### src/rtl/tank_pump_ctrl_pkg.sv
// Shared types and helpers for the multi-pump sump controller.
package tank_pump_ctrl_pkg;

    typedef enum logic [1:0] {
        IDLE  = 2'd0,
        RUN   = 2'd1,
        BOOST = 2'd2,
        FAULT = 2'd3
    } pumpState_t;

    // Width of the lead-pump index; a single pump still gets one bit.
    function automatic int leadWidth(input int nPumps);
        return (nPumps > 1) ? $clog2(nPumps) : 1;
    endfunction

endpackage

### src/rtl/tank_pump_ctrl_sat_counter.sv
// Saturating up-counter with synchronous clear; clear has priority over increment.
module sat_counter #(
    parameter int WIDTH   = 4,
    parameter int MAX_VAL = 15
) (
    input  logic             clk,
    input  logic             reset,
    input  logic             clear,
    input  logic             inc,
    output logic [WIDTH-1:0] count
);

    localparam logic [WIDTH-1:0] MAX_CNT = WIDTH'(MAX_VAL);

    always_ff @(posedge clk) begin
        if (reset || clear) begin
            count <= '0;
        end else if (inc && (count != MAX_CNT)) begin
            count <= count + WIDTH'(1);
        end
    end

endmodule

### src/rtl/tank_pump_ctrl.sv
// Sump pump controller: round-robin lead pump, escalation to all pumps on a
// sustained high level, sticky fault on an inconsistent sensor pair.
module tank_pump_ctrl
    import tank_pump_ctrl_pkg::*;
#(
    parameter  int N_PUMPS       = 2,
    parameter  int MIN_ON_CYCLES = 4,
    parameter  int BOOST_CYCLES  = 8,
    localparam int LEAD_W        = leadWidth(N_PUMPS)
) (
    input  logic               clk,
    input  logic               reset,
    input  logic               sensor_lo,
    input  logic               sensor_hi,
    output logic [N_PUMPS-1:0] pump,
    output logic [LEAD_W-1:0]  lead,
    output logic               fault,
    output logic [1:0]         dbgState
);

    localparam int ON_W = $clog2(MIN_ON_CYCLES + 1);
    localparam int HI_W = (BOOST_CYCLES > 1) ? $clog2(BOOST_CYCLES) : 1;

    pumpState_t        state;
    pumpState_t        nextState;
    logic [LEAD_W-1:0] leadReg;
    logic [LEAD_W-1:0] leadNext;
    logic [ON_W-1:0]   onCnt;
    logic [HI_W-1:0]   hiCnt;
    logic [N_PUMPS-1:0] pumpNext;
    logic              pumping;
    logic              inconsistent;
    logic              exitOk;
    logic              boostHit;
    logic              advanceLead;

    assign pumping      = (state == RUN) || (state == BOOST);
    assign inconsistent = sensor_hi && !sensor_lo;
    assign exitOk       = !sensor_lo && (onCnt == ON_W'(MIN_ON_CYCLES));
    assign boostHit     = sensor_hi && (hiCnt == HI_W'(BOOST_CYCLES - 1));
    assign leadNext     = (leadReg == LEAD_W'(N_PUMPS - 1)) ? '0 : leadReg + LEAD_W'(1);
    assign dbgState     = state;

    // on_cnt runs only while pumping, so it reads 0 on the first RUN cycle.
    sat_counter #(.WIDTH(ON_W), .MAX_VAL(MIN_ON_CYCLES)) onCounter (
        .clk   (clk),
        .reset (reset),
        .clear (!pumping),
        .inc   (1'b1),
        .count (onCnt)
    );

    sat_counter #(.WIDTH(HI_W), .MAX_VAL(BOOST_CYCLES - 1)) hiCounter (
        .clk   (clk),
        .reset (reset),
        .clear ((state != RUN) || !sensor_hi),
        .inc   (1'b1),
        .count (hiCnt)
    );

    always_ff @(posedge clk) begin
        if (reset) begin
            state   <= IDLE;
            leadReg <= '0;
        end else begin
            state <= nextState;
            if (advanceLead) begin
                leadReg <= leadNext;
            end
        end
    end

    always_comb begin
        nextState   = state;
        advanceLead = 1'b0;
        pumpNext    = '0;
        case (state)
            IDLE: begin
                if (inconsistent)   nextState = FAULT;
                else if (sensor_hi) nextState = RUN;
            end
            RUN: begin
                pumpNext = N_PUMPS'(1) << leadReg;
                if (inconsistent)  nextState = FAULT;
                else if (exitOk)   nextState = IDLE;
                else if (boostHit) nextState = BOOST;
            end
            BOOST: begin
                pumpNext = '1;
                if (inconsistent) nextState = FAULT;
                else if (exitOk)  nextState = IDLE;
            end
            default: nextState = FAULT;
        endcase
        if (pumping && (nextState == IDLE)) begin
            advanceLead = 1'b1;
        end
    end

    // Output register: outputs trail the state register by one edge.
    always_ff @(posedge clk) begin
        if (reset) begin
            pump  <= '0;
            lead  <= '0;
            fault <= 1'b0;
        end else begin
            pump  <= pumpNext;
            lead  <= leadReg;
            fault <= (state == FAULT);
        end
    end

endmodule

### config.mk
export PLATFORM = sky130hd
export DESIGN_NAME = tank_pump_ctrl
export DESIGN_NICKNAME = d
export VERILOG_FILES = /design/src/rtl/tank_pump_ctrl_pkg.sv /design/src/rtl/tank_pump_ctrl_sat_counter.sv /design/src/rtl/tank_pump_ctrl.sv
export SDC_FILE = /design/constraint.sdc
export NUM_CORES = 1
export LEC_CHECK = 0
export ABC_AREA = 1
export CORE_ASPECT_RATIO = 0.75
export CORE_MARGIN = 10
export CORE_UTILIZATION = 25
export CTS_CLUSTER_DIAMETER = 50
export DETAILED_ROUTE_END_ITERATION = 8
export SYNTH_ARGS = -nofsm -noshare
export SYNTH_HDL_FRONTEND = slang
export SYNTH_SLANG_ARGS = --single-unit
### constraint.sdc
create_clock -name clk -period 1.6 [get_ports clk]
set_input_delay 0.32 -clock clk [delete_from_list [all_inputs] [get_ports clk]]
set_output_delay 0.32 -clock clk [all_outputs]
set_load 0.005 [all_outputs]
==> summary.md <==
| Metric | Value |
|---|---|
| Hold_ws | 0.488 ns |
| # diodes | 0 |
| CORE AREA | 2600 sq um |
| Min-delay worst type | register to register |
| Average routed wire per standard cell | 9.51 microns |
| Synth area leaders | dfxtp_1, nand2_1, ha_1 |
| Pin count of the biggest net entering global routing | 8 |
| CP max stage cell | clkdlybuf4s50_1 |
| Num CTS Buffers | 3 |
| Critical path class | register to primary output |
| CTS clk-pin slew, worst paths | 0.08 ns |
| Most common cell in the netlist | nand2_1 |
| Nets | 123 |
| Finished Layout Cells | 146 |
| DPL Wire Length | 1160 microns |
| Design area | 875 sq um |
| Area of placed instances | 845 sq um |
| Crit. End Element | primary output |
| WP data required | 1.28 ns |
| Yosys warns | 0 |
| Leak pwr | 0.440 nW |
| Crit path max-delay family | buffers and inverters |
| Register area | 262 sq um |
| Layout cells sized above 1 | 11.8% |
| CP arrival | 1.19 ns |
| Max-cap violations | 0 |
| Die Ht | 65.1 microns |
| Synth top area share | 38.3% |
| P per Cell Area | 1130 nW/um^2 |
| Port Buffers | 9 |
| Vias | 586 |
| Final Setup Violations | 0 |
| # hold bufs at CTS | 0 |
| Post-CTS Resized | 0 |
| Register area share after synthesis | 38.3% |
| Unrepaired setup endpoints after global routing | false |
| Grt ovf | 0 |
| Worst-Margin Slew | 0.279 ns |
| Setup Fix Bufs, Post-CTS | 0 |
| Critical Path Stages | 1 |
| Flops & latches, synth | 13 |
| Fillers | 280 |
| DRC violations left | 0 |
| Max-slew violations | 0 |
| Area of the multi-input gates | 362 sq um |
| RR Endpoint | leadReg |
| P&R area growth vs syn | 28.7% |
| Largest stage delay, worst path | 0.53 ns |
| Number of synthesized flops with an enable pin | 0 |
| CTS tree | yes |
| Critical Path End | dbgState[1] |
| Die ar. | 5220 sq um |
| DRT Wirelength | 1390 microns |
| Cell count after synthesis | 93 |
| Vias in the first global route | 554 |
| Fin crit period | 1.51 ns |
| Hold path depth | 2 |
| Sink Count | 13 |
| Most used DFF post-synth | dfxtp_1 |
| Initial Util | 26.1% |
| Initial antenna violation count | 0 |
| DR vias/cell | 4.01 |
| Library cells used by synthesis | 15 |
| First-pass GRT wire length | 2430 microns |
| Gr usage total | 6.04% |
| CP Max Fanout | 4 |
| Area leader, netlist | dfxtp_1 |
| Slew HR | 81.4% |
| DRT antenna net count | 0 |
| FP Rows | 16 |
| Clock root cell | clkbuf_4 |
| Mapped cell area | 679 sq um |
| I/O Pins | 10 |
| Power Total | 991 uW |
| Worst VDD drop | 0.000292 V |
| Synth Area per Inst | 7.31 sq um |
| Ys async rst share | 0% |
| Worst reg2reg setup slack | 0.13 ns |
| Endpoints failing hold | 0 |
| Dpl cells | 142 |
| H-tree depth | 1 |
| Commonest cells in the netlist | nand2_1, inv_1, dfxtp_1, ha_1 |
| Achievable Freq | 660 MHz |
| TritonRoute pass-1 iters | 4 |
| Crit-path cells | clkdlybuf4s50_1 |
| Setup TNS | 0 ns |
| Reg2Reg Depth | 12 |
| Mapped Nets | 105 |
| Period utilisation layout | 94.6% |
| Outcome | complete, no violations |
| Buffer depth of the longest clock path | 2 |
| FF-to-FF Start | hiCounter.count[0] |
| Crit path buf inv count | 1 |
| Die Wd | 80.2 microns |
| CP Launch Type | register |
| Iter 0 DRT Violations | 45 |
| GPL Wtd Cong | 0.791 |
| Final Skew | 0.000682 ns |
| Worst-skew pair later-pin latency | 0.27 ns |
| Critical path origin | dbgState[1] |
-- metrics by stage --
step	util [%]	setup WS [ns]
finish	33.6	0.0857
global route	33.6	0.000428
CTS	33.5	0.0130
detailed placement	32.5	-0.110
global placement	32.5	-0.0737
floorplan	-	0.195
-- layout make-up --
class / instances / share of cell area (%)
multi-input cells: 64 / 41.3
flip-flops and latches: 13 / 29.9
repair buffers: 13 / 13.7
inverters: 16 / 6.87
well taps: 36 / 5.15
clock buffers: 4 / 3.00
-- placed cells by master (no fill, tap or decap), types with 2 or more instances in the layout --
cell	instances
nand2_1	30
inv_1	16
dfxtp_1	12
clkdlybuf4s50_1	9
ha_1	8
a21oi_1	7
nor2_1	7
buf_4	4
clkbuf_4	3
nand3_1	2
nand3_2	2
-- layer usage --
metal	vias up	wire length, microns	GRT usage [%]
met2	12	557	8.50
met1	251	710	7.23
met5	-	0	0
met3	4	79	1.90
li1	319	-	-
met4	0	42	5.26
-- worst min path at each step --
stage	start	endpoint
detailed placement	leadReg	lead
global route	leadReg	lead
global placement	onCounter.count[0]	onCounter.count[0]
CTS	leadReg	lead
finish	leadReg	lead
floorplan	reset	dbgState[0]
-- kinds of logic after synthesis --
logic type / Yosys count / synth area share, %
AOI/OAI and AO/OA: 9 / 7.55
xor gates and xnor gates: 2 / 2.58
adders and majority gates: 8 / 14.7
buffers and inverters: 16 / 8.84
DFF: 13 / 38.3
and+or+nand+nor: 45 / 28.0
-- state kept, by name (all words and copies together) (netlist names) --
name	cells
hiCounter.count	3
onCounter.count	3
dbgState	2
pump	2
fault	1
lead	1
leadReg	1
-- power by group --
group / switching (mW) / leakage (nW) / total [mW] / internal, mW
registers: 0.0384 / 0.106 / 0.412 / 0.373
clock network: 0.108 / 0.0150 / 0.205 / 0.0967
logic: 0.197 / 0.319 / 0.374 / 0.177
Note: power is estimated with default switching activity, not from simulation.
